===== src/rtl/mem_arbiter_pkg.sv =====
// Shared types for the fetch/data memory arbiter:
// response-owner FSM states, owner encoding and write-mask width.
package mem_arbiter_pkg;

  localparam int WMASK_W = 4;

  typedef enum logic [1:0] {
    IDLE    = 2'd0,
    IF_RESP = 2'd1,
    D_RESP  = 2'd2
  } arb_state_e;

  typedef enum logic {
    OWN_IF = 1'b0,
    OWN_D  = 1'b1
  } owner_e;

endpackage


===== src/rtl/mem_arbiter_if.sv =====
// Bus bundle for mem_arbiter: fetch port, data port and memory port.
// slave = arbiter view, master = requester/memory (bench) view.
interface mem_arbiter_if #(
  parameter int ADDR_WITDH = 32,
  parameter int DATA_WITDH = 32
) ();
  import mem_arbiter_pkg::*;

  logic                  if_req;
  logic [ADDR_WITDH-1:0] if_addr;
  logic                  if_gnt;
  logic                  if_rvalid;
  logic [DATA_WITDH-1:0] if_rdata;

  logic                  d_req;
  logic                  d_we;
  logic [WMASK_W-1:0]    d_wmask;
  logic [ADDR_WITDH-1:0] d_addr;
  logic [DATA_WITDH-1:0] d_wdata;
  logic                  d_gnt;
  logic                  d_rvalid;
  logic [DATA_WITDH-1:0] d_rdata;

  logic                  mem_en;
  logic                  mem_we;
  logic [WMASK_W-1:0]    mem_wmask;
  logic [ADDR_WITDH-1:0] mem_addr;
  logic [DATA_WITDH-1:0] mem_wdata;
  logic [DATA_WITDH-1:0] mem_rdata;

  modport slave (
    input  if_req, if_addr,
    output if_gnt, if_rvalid, if_rdata,
    input  d_req, d_we, d_wmask, d_addr, d_wdata,
    output d_gnt, d_rvalid, d_rdata,
    output mem_en, mem_we, mem_wmask, mem_addr, mem_wdata,
    input  mem_rdata
  );

  modport master (
    output if_req, if_addr,
    input  if_gnt, if_rvalid, if_rdata,
    output d_req, d_we, d_wmask, d_addr, d_wdata,
    input  d_gnt, d_rvalid, d_rdata,
    input  mem_en, mem_we, mem_wmask, mem_addr, mem_wdata,
    output mem_rdata
  );

endinterface


===== src/rtl/mem_arbiter.sv =====
// Fetch/data arbiter onto one single-port synchronous memory.
// Define MEM_ARB_STARVE_GUARD_EN to bound fetch starvation (STARVE_MAX).
module mem_arbiter
  import mem_arbiter_pkg::*;
#(
  parameter int ADDR_WITDH = 32,
  parameter int DATA_WITDH = 32,
  parameter int STARVE_MAX = 4
) (
  input logic         clk,
  input logic         rst,
  mem_arbiter_if.slave bus
);

  arb_state_e state_q, state_d;
  owner_e     own;
  logic       if_gnt;
  logic       d_gnt;
  logic       force_if;

  logic [ADDR_WITDH-1:0] addr_sel;
  logic [DATA_WITDH-1:0] rdata;

  if (STARVE_MAX < 1) begin : g_bad_starve
    $error("STARVE_MAX must be at least 1");
  end

`ifdef MEM_ARB_STARVE_GUARD_EN
  localparam int CW = $clog2(STARVE_MAX + 1);

  logic [CW-1:0] cnt_q, cnt_d;

  assign force_if = (cnt_q == CW'(STARVE_MAX));

  // Counts data wins only while fetch is actually waiting.
  always_comb begin
    cnt_d = cnt_q;
    if (if_gnt || !bus.if_req)
      cnt_d = '0;
    else if (d_gnt)
      cnt_d = cnt_q + 1'b1;
  end

  always_ff @(posedge clk or negedge rst) begin
    if (!rst) cnt_q <= '0;
    else      cnt_q <= cnt_d;
  end
`else
  assign force_if = 1'b0;
`endif

  // Grants are gated by reset so nothing reaches memory while held.
  always_comb begin
    d_gnt  = rst & bus.d_req & ~(force_if & bus.if_req);
    if_gnt = rst & bus.if_req & ~d_gnt;
    own    = d_gnt ? OWN_D : OWN_IF;
  end

  always_ff @(posedge clk or negedge rst) begin
    if (!rst) state_q <= IDLE;
    else      state_q <= state_d;
  end

  always_comb begin
    state_d = IDLE;
    unique case (1'b1)
      d_gnt:   state_d = D_RESP;
      if_gnt:  state_d = IF_RESP;
      default: state_d = IDLE;
    endcase
  end

  always_comb begin
    addr_sel = bus.if_addr;
    unique case (own)
      OWN_D:   addr_sel = bus.d_addr;
      default: addr_sel = bus.if_addr;
    endcase
    rdata = bus.mem_rdata;
  end

  always_comb begin
    bus.if_gnt    = if_gnt;
    bus.d_gnt     = d_gnt;
    bus.mem_en    = if_gnt | d_gnt;
    bus.mem_we    = d_gnt & bus.d_we;
    bus.mem_wmask = d_gnt ? bus.d_wmask : '0;
    bus.mem_addr  = addr_sel;
    bus.mem_wdata = bus.d_wdata;
    bus.if_rvalid = (state_q == IF_RESP);
    bus.d_rvalid  = (state_q == D_RESP);
    bus.if_rdata  = rdata;
    bus.d_rdata   = rdata;
  end

endmodule

===== src/flat_wrapper.sv =====
// flat-port wrapper written by rule: the top's interface ports become plain ports
module mem_arbiter_flat import mem_arbiter_pkg::*;
#(
  parameter int ADDR_WITDH = 32,
  parameter int DATA_WITDH = 32,
  parameter int STARVE_MAX = 4
)
  (clk, rst, bus_if_req, bus_if_addr, bus_if_gnt, bus_if_rvalid, bus_if_rdata, bus_d_req, bus_d_we, bus_d_wmask, bus_d_addr, bus_d_wdata, bus_d_gnt, bus_d_rvalid, bus_d_rdata, bus_mem_en, bus_mem_we, bus_mem_wmask, bus_mem_addr, bus_mem_wdata, bus_mem_rdata);
  mem_arbiter_if #(.ADDR_WITDH(ADDR_WITDH), .DATA_WITDH(DATA_WITDH)) bus_i ();
  input logic clk;
  input logic rst;
  input wire logic [$bits(bus_i.if_req)-1:0] bus_if_req;
  input wire logic [$bits(bus_i.if_addr)-1:0] bus_if_addr;
  output wire logic [$bits(bus_i.if_gnt)-1:0] bus_if_gnt;
  output wire logic [$bits(bus_i.if_rvalid)-1:0] bus_if_rvalid;
  output wire logic [$bits(bus_i.if_rdata)-1:0] bus_if_rdata;
  input wire logic [$bits(bus_i.d_req)-1:0] bus_d_req;
  input wire logic [$bits(bus_i.d_we)-1:0] bus_d_we;
  input wire logic [$bits(bus_i.d_wmask)-1:0] bus_d_wmask;
  input wire logic [$bits(bus_i.d_addr)-1:0] bus_d_addr;
  input wire logic [$bits(bus_i.d_wdata)-1:0] bus_d_wdata;
  output wire logic [$bits(bus_i.d_gnt)-1:0] bus_d_gnt;
  output wire logic [$bits(bus_i.d_rvalid)-1:0] bus_d_rvalid;
  output wire logic [$bits(bus_i.d_rdata)-1:0] bus_d_rdata;
  output wire logic [$bits(bus_i.mem_en)-1:0] bus_mem_en;
  output wire logic [$bits(bus_i.mem_we)-1:0] bus_mem_we;
  output wire logic [$bits(bus_i.mem_wmask)-1:0] bus_mem_wmask;
  output wire logic [$bits(bus_i.mem_addr)-1:0] bus_mem_addr;
  output wire logic [$bits(bus_i.mem_wdata)-1:0] bus_mem_wdata;
  input wire logic [$bits(bus_i.mem_rdata)-1:0] bus_mem_rdata;
  assign bus_i.if_req = bus_if_req;
  assign bus_i.if_addr = bus_if_addr;
  assign bus_if_gnt = bus_i.if_gnt;
  assign bus_if_rvalid = bus_i.if_rvalid;
  assign bus_if_rdata = bus_i.if_rdata;
  assign bus_i.d_req = bus_d_req;
  assign bus_i.d_we = bus_d_we;
  assign bus_i.d_wmask = bus_d_wmask;
  assign bus_i.d_addr = bus_d_addr;
  assign bus_i.d_wdata = bus_d_wdata;
  assign bus_d_gnt = bus_i.d_gnt;
  assign bus_d_rvalid = bus_i.d_rvalid;
  assign bus_d_rdata = bus_i.d_rdata;
  assign bus_mem_en = bus_i.mem_en;
  assign bus_mem_we = bus_i.mem_we;
  assign bus_mem_wmask = bus_i.mem_wmask;
  assign bus_mem_addr = bus_i.mem_addr;
  assign bus_mem_wdata = bus_i.mem_wdata;
  assign bus_i.mem_rdata = bus_mem_rdata;
  mem_arbiter #(.ADDR_WITDH(ADDR_WITDH), .DATA_WITDH(DATA_WITDH), .STARVE_MAX(STARVE_MAX)) u_core (.clk(clk), .rst(rst), .bus(bus_i));
endmodule

===== config.mk =====
export PLATFORM = sky130hd
export DESIGN_NAME = mem_arbiter_flat
export DESIGN_NICKNAME = d
export VERILOG_FILES = /design/src/rtl/mem_arbiter_pkg.sv /design/src/rtl/mem_arbiter_if.sv /design/src/rtl/mem_arbiter.sv /design/src/flat_wrapper.sv
export SDC_FILE = /design/constraint.sdc
export NUM_CORES = 1
export LEC_CHECK = 0
export CORE_AREA = 2 2 108 110
export DETAILED_ROUTE_END_ITERATION = 12
export DIE_AREA = 0 0 110 112
export SLEW_MARGIN = 20
export SYNTH_ARGS = -nofsm -noshare
export SYNTH_HDL_FRONTEND = slang
export SYNTH_SLANG_ARGS = --single-unit

===== constraint.sdc =====
create_clock -name clk -period 1.33 [get_ports clk]
set_input_delay 0.266 -clock clk [delete_from_list [all_inputs] [get_ports clk]]
set_output_delay 0.266 -clock clk [all_outputs]
set_load 0.01 [all_outputs]

# Word-level counts from Yosys, hierarchy flattened
# Index checks and enable logic that the tools add are counted.
dict set report word_totals {
  register_bits 2
  mem_bits_ro 0
  latch_bits 0
  elab_cells 13
  memories 0
  out_inout_bits 138
  in_bits 137
  mem_bits_rw 0
}
dict set report op_classes {
  addsub 0
  n_eq_ne 2
  multipliers 0
  mux 4
  bitwise 6
  n_reduce_logical 0
  shift 0
  order_cmp 0
  n_div 0
}
# operator count
set ops {}
lappend ops {{32-bit 2-to-1 mux} 1}
lappend ops {{1-bit bitwise AND} 4}
lappend ops {{4-bit 2-to-1 mux} 1}
lappend ops {{2-bit one-hot mux with 2 select lines} 1}
lappend ops {{2-bit by 1-bit == test with 1-bit output (second input constant)} 1}
lappend ops {{2-bit == test (second input constant)} 1}
lappend ops {{1-bit 2-to-1 mux} 1}
lappend ops {{1-bit inverter} 1}
lappend ops {{1-bit OR} 1}

# Depth between registers and ports, before layout
# Gate-level depths: netlist of the first run.
dict set report depth {
  depth_word 4
  ltp_mapped 3
  depth_no_buf 2
}

# Worst setup path before layout of the first run
# OpenSTA, ideal clock, no wires.
dict set report synth_timing {
  path_type {input -> output}
  from {input rst}
  to {output bus_mem_addr[10]}
  n_path_buf 1
  t_arrival_ps 838
  setup_slack_ps 226
  cell_stages 3
  required_ps 1064
  path_cell_list {nand2_4 -> buf_6 -> mux2_4}
}
dict set report synth_via {
  elab_chain_cells 3
}
# element line_no
set synth_lines {}
lappend synth_lines {{start, declared} flat_wrapper.sv:11} ;# input logic rst;
lappend synth_lines {{1-bit bitwise AND} mem_arbiter.sv:54} ;# d_gnt = rst & bus.d_req & ~(force_if & bus.if_req);
lappend synth_lines {{1-bit 2-to-1 mux} mem_arbiter.sv:56} ;# own = d_gnt ? OWN_D : OWN_IF;
lappend synth_lines {{32-bit 2-to-1 mux} mem_arbiter.sv:75} ;# unique case (own)
lappend synth_lines {{end, declared} flat_wrapper.sv:28} ;# output wire logic [$bits(bus_i.mem_addr)-1:0] bus_mem_addr;
# No other way between the ends.

# Final worst setup path of the first run
dict set report layout_timing {
  from {input bus_d_req}
  to {output bus_mem_addr[21]}
}
dict set report layout_via {
  elab_chain_cells 3
}
# element line_no
set layout_lines {}
lappend layout_lines {{start, declared} flat_wrapper.sv:17} ;# input wire logic [$bits(bus_i.d_req)-1:0] bus_d_req;
lappend layout_lines {{1-bit bitwise AND} mem_arbiter.sv:54}
lappend layout_lines {{1-bit 2-to-1 mux} mem_arbiter.sv:56}
lappend layout_lines {{32-bit 2-to-1 mux} mem_arbiter.sv:75}
# No other way between the ends.

==> metrics.md, run 1 <==
| Metric | Value |
|---|---|
| Status | finished with violations |
| Failing checks | negative setup slack |
| Crit-path slowest cell | mux2_4 |
| P_leak | 1.05 nW |
| Die width | 110 µm |
| GR Util met3 | between 1.5 and 2% |
| Synth top area cells | buf_4 53%, mux2_4 32%, dfrtp_1 3.7%, buf_6 2.5%, mux2_2 2.5% |
| Layout Utilization | between 10% and 20% |
| Critical-path cell list | buf_8 > nand2_8 > buf_12 > buf_12 > mux2_4 > buf_6 |
| Synth warn | 0 |
| Post-synth EDFFs | 0 |
| Synthesized area | ~1300 µm² |
| DRC | 0 |
| Initial Utilization | 12.1% |
| Min Tclk post-route | 1400 ps |
| Most common cell on crit path | buf_12 |
| Post-synth ARST share | 100% |
| Part of the cycle the worst path needs | 106% |
| Routed wire length | 4.14 mm |
| Critical path endpoint category | output port |
| FILL cells | 1218 |
| Min-delay worst type | in2reg |
| Peak Freq | 712 MHz |
| Port bufs | approximately 110 |
| RSZ-0062 raised after global routing | yes |
| Setup TNS | -1690 ps |
| Detail Route Antenna Nets | 0 |
| Maximum vdd drop | 0.000457 V |
| Largest register FFs | 2 |
| Most used routing layer | met2 |
| WHS Path Cells | 3 |
| Cell Pwr Density | 555 nW/µm² |
| Clock Pin Slew Worst Setup and Hold Paths | 30 ps |
| Gr ovfl total | 0 |
| Routed WL per cell | 13.0 µm |
| Core Region | 11200 µm² |
| Top FF cell, synth | dfrtp_1 |
| First drt pass iteration count | 3 |
| P&R area growth vs syn | 63.5% |
| Post-Syn Area per Cell | 9.29 µm² |
| Worst-margin pin slew | between 100 and 150 ps |
| Highest cell delay on the worst timing path | roughly 310 ps |
| # rows | 39 |
| Die Y | 112 µm |
| Layout cells sized above 1 | between 50% and 60% |
| Die ar. | 12300 µm² |
| Met1 Use GR | between 5 and 6% |
| Critical path data arrival time | 1140 ps |
| HPWL Detailed | 3.30 mm |
| Yosys reg bits | 2 |
| Startpoint Class | input pin |
| # setup viols final | 31 |
| Num ports | 275 |
| Vias in the first global route | between 1000 and 1500 |
| Met2 usage | 11.1% |
| N_diodes | 0 |
| Clock root buffer | clkbuf_16 |
| Yosys top cell by area | buf_4 |
| CP delay by family, top | buffers and inverters |
| Required time of the critical path | about 1100 ps |
| H-tree levels | 1 |
| Largest net degree at the start of global routing | 9 |
| Netlist cell types | 12 |
| Vias per inst | between 2 and 3 |
| Max_cap viols | 0 |
| RePlAce Congestion | 0.656 |
| CTS tree | yes |
| Final hold vios | 0 |
| # clock sinks | 2 |
| Reg with most FFs | u_core.state_q |
| Synthesized net count | 282 |
| Final worst slack | -73.6 ps |
| Max clock buf depth | 2 |
| Initial antenna violation count | 0 |
| Max-slew violations | 0 |
| Largest registers | u_core.state_q (2) |
| Top-count cell post-synth | buf_4 |
| Routed via count | 951 |
| Worst rel slew slack | 91.3% |
| Area share of the largest cell type after synthesis | 53.5% |
| Post-Synthesis Cells | between 100 and 150 |
| Seq/Total Area, Yosys | about 3.7% |
| Post-synth top cells | 96 x buf_4, 29 x mux2_4, 5 x and3_1 |
| Hold endpoint | u_core.state_q[1]$_DFF_PN0_ |
| Worst Path Buf+Inv | 4 |
| TritonCTS buffer count | 3 |
| HP Start | rst |
| Crit Path Category | in2out |
| DRT iter0 DRCs | 18 |
| Crit Path Max Fanout | 7 |
| Gr usage total | under 10% |
| First-pass GRT wire length | 5.59 mm |
| Final nets | roughly 320 |
| Hold WS | 288 ps |
==> layer usage <==
metal,part of all wire (%),vias up,wire [µm]
met4,3.2,0,131
li1,-,436,-
met5,0,-,0
met1,32,435,1320
met2,54,59,2230
met3,11,21,450
==> cell type report <==
class | count | area (µm²) | share of cell area, %
clock buffer | 3 | 75.1 | 3.41
inverter | 1 | 3.75 | 0.170
multi-input combinational | 43 | 562 | 25.5
sequential | 2 | 50.0 | 2.27
tap | 143 | 179 | 8.12
timing repair buffer | 127 | 1330 | 60.5
==> power by group <==
part	internal [mW]	switching, mW
Clock	0.382	0.0686
Sequential	0.0641	0.00105
Combinational	0.497	0.210
==> cell families after synthesis <==
group	count (synthesis)	synth area share, %
AOI/OAI and AO/OA	1	0.557
DFF	2	3.71
buffers and inverters	100	56.3
and+or+nand+nor	10	4.64
muxes	32	34.8
==> worst max path at each step <==
stage / from / end / slack [ps] / cells past startpoint
2_1_floorplan: rst / bus_mem_addr[10] / 230 / 3
3_3_place_gp: rst / bus_mem_addr[31] / -840 / 5
3_5_place_dp: rst / bus_mem_addr[1] / -840 / 5
4_1_cts: bus_d_req / bus_mem_addr[5] / -150 / 7
5_1_grt: bus_d_req / bus_mem_addr[21] / -100 / 6
6_report: bus_d_req / bus_mem_addr[21] / -70 / 6
==> metrics by stage <==
stage	total power [mW]	instance area, µm²	setup slack [ps]	instances
floorplan	0.584	1350	226	145
detailed placement	0.713	1980	-844	308
CTS	1.25	2220	-149	319
finish	1.22	2200	-73.6	319
global placement	0.707	1980	-836	308
global route	1.28	2200	-105	319
==> placed cells by master, fill, tap and decap left out, types with 2 or more instances in the layout <==
| master | netlist | final |
|---|---|---|
| buf_2 | 0 | 7 |
| buf_4 | 96 | 3 |
| buf_6 | 3 | 36 |
| buf_8 | 0 | 2 |
| mux2_4 | 29 | 32 |
| nor2b_1 | 2 | 2 |
| and3_1 | 5 | 5 |
| dlygate4sd2_1 | 0 | 8 |
| clkbuf_16 | 0 | 3 |
| buf_12 | 0 | 4 |
| dfrtp_1 | 2 | 2 |
| clkdlybuf4s50_1 | 0 | 64 |
==> timing repair <==
| action | CTS | global route |
|---|---|---|
| gates resized for setup | 223 | 1 |
| hold endpoints to repair | 2 | 0 |
| hold buffers | 1 | 0 |
| gates cloned | 2 | 0 |
| buffers inserted | 5 | 1 |
| pin swaps | 1 | 1 |
| endpoints found under the setup margin | 42 | 33 |
Power figures use the tool's default switching activity.
==> run 2: changes to the inputs <==
--- a/config.mk
+++ b/config.mk
@@ -5,9 +5,11 @@
 export SDC_FILE = /design/constraint.sdc
 export NUM_CORES = 1
 export LEC_CHECK = 0
+export CAP_MARGIN = 20
 export CORE_AREA = 2 2 108 110
 export DETAILED_ROUTE_END_ITERATION = 12
 export DIE_AREA = 0 0 110 112
+export SKIP_CTS_REPAIR_TIMING = 1
 export SLEW_MARGIN = 20
 export SYNTH_ARGS = -nofsm -noshare
 export SYNTH_HDL_FRONTEND = slang
==> metrics.md, run 2 (same netlist as run 1, synthesis figures left out) <==
| Metric | Value |
|---|---|
| Most frequent cells in the layout | 52 x clkdlybuf4s50_1, 31 x mux2_4, 30 x buf_6 |
| First drt pass iteration count | 3 |
| Worst Path Buf+Inv | 5 |
| Failing checks | negative setup slack |
| Status | finished with violations |
| Gr usage total | under 10% |
| CP delay by family, top | buffers and inverters |
| Final nets | about 330 |
| Routed via count | 1000 |
| Die ar. | roughly 12000 µm² |
| Crit-path slowest cell | mux2_4 |
| Num ports | 275 |
| Die Y | 112 µm |
| Critical path endpoint category | output port |
| Startpoint Class | input pin |
| Max-slew violations | 0 |
| Switch share | 22.7% |
| Psw | 0.277 mW |
| Max clock buf depth | 2 |
| Detail Route Antenna Nets | 0 |
| Hold WS | 309 ps |
| Most common cell on crit path | buf_4 |
| Crit Path Category | in2out |
| Layout cells sized above 1 | between 50 and 60% |
| Highest cell delay on the worst timing path | 290 ps |
| RSZ-0062 raised after global routing | yes |
| Cell Pwr Density | 523 nW/µm² |
| Non-filler cells, final | 329 |
| Max_cap viols | 0 |
| H-tree levels | 1 |
| Worst rel slew slack | 90.3% |
| Die width | 110 µm |
| Initial Utilization | around 12% |
| Initial antenna violation count | 0 |
| Placed inst area | 1980 µm² |
| Worst-margin pin slew | 145 ps |
| P&R area growth vs syn | 72.9% |
| DRC | 0 |
| DRT iter0 DRCs | 10 |
| Gr ovfl total | 0 |
| Largest net degree at the start of global routing | 14 |
| First-pass GRT wire length | 5.00 mm |
| RePlAce Congestion | 0.656 |
| Setup WS pre-CTS | -844 ps |
| Commonest non-fill, non-tap cell in the layout | clkdlybuf4s50_1 |
| Part of the cycle the worst path needs | 115% |
| Maximum vdd drop | 0.000453 V |
| Clock power share | between 30% and 40% |
| Vias in the first global route | 986 |
| Vias per inst | 3.04 |
| P_leak | ~1.3 nW |
| N_diodes | 0 |
| Required time of the critical path | approximately 1100 ps |
| Largest registers | u_core.state_q (2) |
| Port bufs | 114 |
| Critical path data arrival time | 1260 ps |
| Reg with most FFs | u_core.state_q |
| Seq pwr share | 5.3% |
| HP Start | rst |
| TritonCTS buffer count | 3 |
| Internal cell power | approximately 0.94 mW |
| # setup viols final | 24 |
| Crit. Startpoint | bus_d_req |
| Post-route cell area | 2330 µm² |
| CTS tree | yes |
| Min-delay worst type | in2reg |
| Crit Path Max Fanout | 7 |
| Final hold vios | 0 |
| Routed WL per cell | 12.6 µm |
| Setup TNS | -2490 ps |
| # clock sinks | 2 |
| Core Region | 11200 µm² |
| Min Tclk post-route | about 1500 ps |
| Final worst slack | -196 ps |
| Comb pwr share | 57.6% |
| Peak Freq | about 660 MHz |
| Routed wire length | 4.15 mm |
| Critical-path cell list | buf_8 > nand2_8 > buf_4 > clkbuf_16 > buf_4 > mux2_4 > buf_6 |
| Cell count after placement | ~310 |
| Clock root buffer | clkbuf_16 |
| HPWL Detailed | between 3 and 4 mm |
| Clock Pin Slew Worst Setup and Hold Paths | 30 ps |
| Largest register FFs | 2 |
| # rows | 39 |
## run 2: cell types whose count changed in the layout (fill, tap and decap cells not counted), sizes merged
| cell | previous run | this run |
|---|---|---|
| buf | 53 | 48 |
| dlygate4sd2 | 8 | 0 |
| clkbuf | 3 | 13 |
| dlymetal6s2s | 1 | 26 |
| clkdlybuf4s50 | 64 | 52 |
## run 2: worst paths after layout
| path | end | slack [ps] | depth (start not counted) |
|---|---|---|---|
| max in group asynchronous | u_core.state_q[0]$_DFF_PN0_ | 680 | 3 |
| min | u_core.state_q[1]$_DFF_PN0_ | 310 | 3 |
| min in group asynchronous | u_core.state_q[1]$_DFF_PN0_ | 520 | 3 |
| max | bus_mem_addr[28] | -200 | 7 |
## run 2: layout make-up
cell class                      count  area, µm²
Fill cell                        1200       8840
Tap cell                          143        179
Sequential cell                     2       50.0
Inverter                            1       3.75
Multi-Input combinational cell     43        558
Clock buffer                        3       75.1
Timing Repair Buffer              137       1460
## run 2: routing by layer
metal	global-route usage, %	routed length, µm	part of all wire (%)	up-vias
li1	-	-	-	458
met1	4.65	1330	32	458
met2	9.86	2210	53	61
met3	1.70	464	11	23
met4	3.21	146	3.5	0
met5	0	0	0	-
## run 2: metrics by stage
| stage | utilization, % | total power [mW] |
|---|---|---|
| global route | 20.8 | 1.27 |
| global placement | 17.7 | 0.707 |
| detailed placement | 17.7 | 0.713 |
| CTS | 18.4 | 1.17 |
| floorplan | - | 0.584 |
| finish | 20.8 | 1.22 |
## run 2: power by group through the flow
| stage | combinational, mW | sequential, mW | clock, mW |
|---|---|---|---|
| final | 0.702 | 0.0650 | 0.452 |
| after global routing | 0.743 | 0.0654 | 0.462 |
| after CTS | 0.649 | 0.0651 | 0.461 |
| after detailed placement | 0.647 | 0.0657 | 0 |
| after global placement | 0.641 | 0.0656 | 0 |
| after floorplan | 0.518 | 0.0655 | 0 |
## run 2: worst min-delay path, cell delays in order
cell     delay [ps]
buf_8            90
nand2_8          70
inv_1            70
